**src/rtl/current_trip_ctrl.sv**
```systemverilog
// current_trip_ctrl: debounces the averaged-current over-threshold flag,
// removes load power on a confirmed overcurrent, waits a hold-off period,
// retries a bounded number of times and finally locks out until software
// clears the fault. All outputs are registered and decoded from next state.
module current_trip_ctrl #(
  parameter int unsigned DEBOUNCE_CYCLES = 16,
  parameter int unsigned HOLDOFF_CYCLES  = 1000000,
  parameter int unsigned MAX_RETRIES     = 3,
  parameter int unsigned STABLE_CYCLES   = 4000000
) (
  input  logic        clk,
  input  logic        reset_n,
  input  logic        enable,
  input  logic        over_thld,
  input  logic        fault_clr,
  output logic        pwr_en,
  output logic        tripped,
  output logic        fault_latched,
  output logic [7:0]  retry_cnt,
  output logic [15:0] trip_total
);

  // Counters are wide enough to hold their terminal value so none can wrap.
  localparam int unsigned DEB_W  = $clog2(DEBOUNCE_CYCLES + 1);
  localparam int unsigned HOLD_W = $clog2(HOLDOFF_CYCLES + 1);
  localparam int unsigned STAB_W = $clog2(STABLE_CYCLES + 1);

  localparam logic [DEB_W-1:0]  DEB_LAST  = DEB_W'(DEBOUNCE_CYCLES - 1);
  localparam logic [DEB_W-1:0]  DEB_ONE   = DEB_W'(1);
  localparam logic [HOLD_W-1:0] HOLD_LAST = HOLD_W'(HOLDOFF_CYCLES - 1);
  localparam logic [HOLD_W-1:0] HOLD_ONE  = HOLD_W'(1);
  localparam logic [STAB_W-1:0] STAB_LAST = STAB_W'(STABLE_CYCLES - 1);
  localparam logic [STAB_W-1:0] STAB_ONE  = STAB_W'(1);
  // retry_cnt saturates at 255, so a larger limit behaves as 255.
  localparam logic [7:0] RETRY_MAX = 8'((MAX_RETRIES > 255) ? 255 : MAX_RETRIES);

  typedef enum logic [1:0] {
    ST_IDLE     = 2'd0,
    ST_ON       = 2'd1,
    ST_OFF_WAIT = 2'd2,
    ST_LOCKOUT  = 2'd3
  } state_t;

  state_t             state_q, state_d;
  logic [DEB_W-1:0]   deb_q, deb_d;
  logic [HOLD_W-1:0]  hold_q, hold_d;
  logic [STAB_W-1:0]  stab_q, stab_d;
  logic [7:0]         retry_q, retry_d;
  logic [15:0]        trip_total_q, trip_total_d;
  logic               pwr_en_q, pwr_en_d;
  logic               tripped_q, tripped_d;
  logic               fault_q, fault_d;

  // Next-state, counter updates and next-state-decoded outputs.
  always_comb begin
    state_d      = state_q;
    deb_d        = deb_q;
    hold_d       = hold_q;
    stab_d       = stab_q;
    retry_d      = retry_q;
    trip_total_d = trip_total_q;

    case (state_q)
      ST_LOCKOUT: begin
        // Only a software clear leaves lockout; enable and over_thld are ignored.
        if (fault_clr) begin
          state_d = ST_IDLE;
          retry_d = 8'd0;
        end else begin
          state_d = ST_LOCKOUT;
        end
      end

      ST_IDLE: begin
        deb_d  = '0;
        hold_d = '0;
        stab_d = '0;
        if (enable) begin
          state_d = ST_ON;
        end else begin
          state_d = ST_IDLE;
        end
      end

      ST_ON: begin
        if (!enable) begin
          // Power request withdrawn wins over a simultaneous trip.
          state_d = ST_IDLE;
          deb_d   = '0;
          hold_d  = '0;
          stab_d  = '0;
        end else if (over_thld) begin
          stab_d = '0;
          if (deb_q == DEB_LAST) begin
            // Confirmed overcurrent on this edge.
            deb_d        = '0;
            trip_total_d = (trip_total_q != 16'hFFFF) ? (trip_total_q + 16'd1) : trip_total_q;
            if (retry_q == RETRY_MAX) begin
              state_d = ST_LOCKOUT;
            end else begin
              state_d = ST_OFF_WAIT;
              hold_d  = '0;
              retry_d = (retry_q != 8'hFF) ? (retry_q + 8'd1) : retry_q;
            end
          end else begin
            deb_d = deb_q + DEB_ONE;
          end
        end else begin
          // A single low sample restarts debounce; clean time accumulates.
          deb_d = '0;
          if (stab_q == STAB_LAST) begin
            stab_d  = '0;
            retry_d = 8'd0;
          end else begin
            stab_d = stab_q + STAB_ONE;
          end
        end
      end

      ST_OFF_WAIT: begin
        if (!enable) begin
          state_d = ST_IDLE;
          deb_d   = '0;
          hold_d  = '0;
          stab_d  = '0;
        end else if (hold_q == HOLD_LAST) begin
          state_d = ST_ON;
          hold_d  = '0;
          deb_d   = '0;
          stab_d  = '0;
        end else begin
          hold_d = hold_q + HOLD_ONE;
        end
      end

      default: begin
        state_d = ST_IDLE;
        deb_d   = '0;
        hold_d  = '0;
        stab_d  = '0;
      end
    endcase

    pwr_en_d  = (state_d == ST_ON);
    tripped_d = (state_d == ST_OFF_WAIT);
    fault_d   = (state_d == ST_LOCKOUT);
  end

  // State, counters and outputs; synchronous active-low reset clears everything.
  always_ff @(posedge clk) begin
    if (!reset_n) begin
      state_q      <= ST_IDLE;
      deb_q        <= '0;
      hold_q       <= '0;
      stab_q       <= '0;
      retry_q      <= 8'd0;
      trip_total_q <= 16'd0;
      pwr_en_q     <= 1'b0;
      tripped_q    <= 1'b0;
      fault_q      <= 1'b0;
    end else begin
      state_q      <= state_d;
      deb_q        <= deb_d;
      hold_q       <= hold_d;
      stab_q       <= stab_d;
      retry_q      <= retry_d;
      trip_total_q <= trip_total_d;
      pwr_en_q     <= pwr_en_d;
      tripped_q    <= tripped_d;
      fault_q      <= fault_d;
    end
  end

  assign pwr_en        = pwr_en_q;
  assign tripped       = tripped_q;
  assign fault_latched = fault_q;
  assign retry_cnt     = retry_q;
  assign trip_total    = trip_total_q;

endmodule

```
**config.mk**
```make
export PLATFORM = sky130hd
export DESIGN_NAME = current_trip_ctrl
export DESIGN_NICKNAME = d
export VERILOG_FILES = /design/src/rtl/current_trip_ctrl.sv
export SDC_FILE = /design/constraint.sdc
export NUM_CORES = 1
export LEC_CHECK = 0
export CORE_UTILIZATION = 39
export DETAILED_ROUTE_END_ITERATION = 7
export PLACE_DENSITY_LB_ADDON = 0.25
export SLEW_MARGIN = 20
export SYNTH_ARGS = -nofsm -noshare
export SYNTH_HDL_FRONTEND = slang
export SYNTH_SLANG_ARGS = --single-unit
```
**constraint.sdc**
```tcl
create_clock -name clk -period 3.73 [get_ports clk]
set_input_delay 0.746 -clock clk [delete_from_list [all_inputs] [get_ports clk]]
set_output_delay 0.746 -clock clk [all_outputs]
set_load 0.02 [all_outputs]
```
==> results.md <==
* GR Layer Usage met3 at 0.0460
* CP max FO at 11
* Gr busiest metal: met2
* Drt total wl at 8.54 mm
* Worst Tran Pin Value at 1.05 ns
* Yosys top cell area share at 0.403
* Maximum VDD drop at 0.000179 V
* Ports at 32
* Setup crit start kind: input pin
* CTS Root Cell: clkbuf_8
* Post-DP HPWL at 5.95 mm
* H-tree depth at 3
* Slew Viols, Final at 0
* Crit-path cells: clkdlybuf4s50_1, nand4b_1, nor2_1, o21ai_0, or4_1, a21oi_1
* Finished Cell Area at 4400 sq um
* Final period demand of the worst path at 2.67 ns
* Rel. slew slack at 0.290
* DR pass1 iterations at 4
* Setup ws final at 1.06 ns
* Core area at 9280 sq um
* DRC violations left at 0
* Placement-stage cell area at 4220 sq um
* NetSw at 343 uW
* # resized after CTS at 0
* Largest family of logic cells by synthesized area: simple AND/OR/NAND/NOR gates
* Gate Count Post-Synth at 455
* Adder-Cell Fraction of Synth Area at 0.0166
* Worst path bufs/invs at 1
* Most common cell after layout, fill and taps aside: dfxtp_1
* Antenna violations before repair at 0
* N_diodes at 0
* Max Cap Viol at 0
* Sw Share at 0.240
* Worst hold path depth at 1
* Die H at 100 um
* WP depth at 6
* Unrepaired setup endpoints after global routing: false
* Synth Area in Simple Gates at 0.291
* Main synth FF type: dfxtp_1
* Port Buffer Count at 31
* Xor/xnor cell area share of the yosys netlist at 0.0511
* Initial Utilization at 0.406
* DR vias at 3523
* GPL Wtd Cong at 0.797
* Sequential share of power at 0.570
* Layout Skew at 0.0130 ns
* Iteration-0 DRC Markers at 132
* Synth Warn # at 0
* Post-Syn Area at 3770 sq um
* Worst EP arrival at 2.96 ns
* Status: completed
* TritonCTS buffer count at 9
* Sequential share of the synthesized area at 0.403
* Int Pwr at 1.09 mW
* # rows at 35
* Via/cell ratio at 5.68
* Mux share of post-synthesis cell area at 0.00531
* Delay-heaviest family, CP: simple AND/OR/NAND/NOR gates
* Top cells by area, synth: dfxtp_1 (40%), o21ai_0 (4.8%), a21oi_1 (4.4%)
* Syn Nets at 465
* Area leader, netlist: dfxtp_1
* Min-delay worst type: flip-flop to flip-flop
* Critical-path top delay cell: clkdlybuf4s50_1
* Period utilisation layout at 0.716
* First-pass GRT wire length at 14.4 mm
* Synth-to-Final Area Change at 16.5%
* Wire per inst at 13.8 um
* Gr usage total at 0.178
* Die area at 10100 sq um
* Number of synthesized register bits at 76
* Clk buf depth at 2
* Library cells used by synthesis at 48
* Num Clock Sinks at 76
* Final hold vios at 0
* Highest clock rate at 375 MHz
* Vias in the first global route at 3127
* CTS tree: yes
* CP Data Required Time at 4.03 ns
* Clock power share at 0.401
* Final hold slack at 0.468 ns
* Die width at 100 um
* Final setup fails at 0
* Pwr/cell area at 325 nW/um^2
* Post-CTS setup buffers at 0
* Overflow after GRT at 0
* Worst skew pair latency at 0.36 ns
* Leak at 1.30 nW
* Fill cells at 943
* Setup WS pre-CTS at 0.722 ns
* GRT met2 Usage at 0.282
* Largest net degree at the start of global routing at 49
* Post-CTS Hold Fix Bufs at 0
* Register clock-pin slew on the reported worst setup and hold paths at 0.09 ns
* Setup TNS at 0 ns
* Async S/R FF share, synth at 0
* Core Util, Final at 0.473
* Crit Path Class: input pin to flip-flop
* Crit. End Element: flip-flop
* Synth Area in Compound Gates at 0.206
* DRT antenna net count at 0
* Syn_area_per_cell at 8.29 sq um
* Met1 usage at 0.233
* Most frequent cells in the layout: dfxtp_1 (76), nor2_1 (38), o21ai_0 (35)
* Gate power share at 0.028
* Fraction of layout cells with a size suffix above 1 at 0.0550
* R2R depth at 7
* Nets at 496
* Post-synth EDFFs at 0
* Max incr delay on CP at 0.62 ns
[synth_stat cells, types with 13 or more instances]
library cell and count:
dfxtp_1 76, nor2_1 38, o21ai_0 36, a21oi_1 33, nand2_1 33, nand3_1 25
nand4_1 19, or3_1 19, xor2_1 17, clkbuf_1 13, o31ai_1 13
[metrics by stage]
step | power [mW] | std cells
after global routing | 1.49 | 620
after floorplan | 0.859 | 455
after detailed placement | 0.876 | 604
after global placement | 0.875 | 604
after CTS | 1.45 | 620
final | 1.43 | 620
[registers in the layout, indices dropped and copies added (netlist names), 2 cells and up]
name and flops:
trip_total 16, state_q 2, stab_q 22, hold_q 20, deb_q 5, retry_cnt 8
[layer usage]
layer	vias to the layer above	part of all wire	wire length [um]
met5	-	0	0
met3	11	0.040	344
li1	1788	-	-
met4	0	0.013	110
met1	1661	0.49	4150
met2	63	0.46	3930
[area by class of cell]
class / instances / area, sq um / area share
clock buffers: 11 / 141 / 0.0322
clock inverters: 5 / 37.5 / 0.00854
inverters: 6 / 22.5 / 0.00512
multi-input cells: 355 / 2150 / 0.489
flip-flops and latches: 76 / 1520 / 0.346
well taps: 129 / 161 / 0.0367
repair buffers: 38 / 363 / 0.0826
[power groups by stage]
stage	clock network, mW	logic, mW	registers, mW
2_1_floorplan	0	0.0251	0.834
3_3_place_gp	0	0.0403	0.835
3_5_place_dp	0	0.0408	0.835
4_1_cts	0.594	0.0411	0.816
5_1_grt	0.630	0.0448	0.817
6_report	0.574	0.0407	0.816
[cell families after synthesis]
family,count (synthesis)
AOI/OAI and AO/OA,124
xor gates and xnor gates,22
adders and majority gates,5
buffers and inverters,24
DFF,76
muxes,2
and+or+nand+nor,202
[worst paths after layout]
kind	from	end	slack (ns)
min	deb_q[4]	deb_q[4]	0.47
min reg2reg	deb_q[4]	deb_q[4]	0.47
max reg2reg	deb_q[0]	hold_q[10]	1.18
max	over_thld	trip_total[5]	1.06
[worst register-to-register path: stages, from the launching register on]
cell and delay (ns):
dfxtp_1 0.39, ha_1 0.24, nand4b_1 0.35, a2111oi_2 0.47, buf_4 0.26, nor2_1 0.14
or4_1 0.48, a21oi_1 0.15
Power figures use the tool's default switching activity.
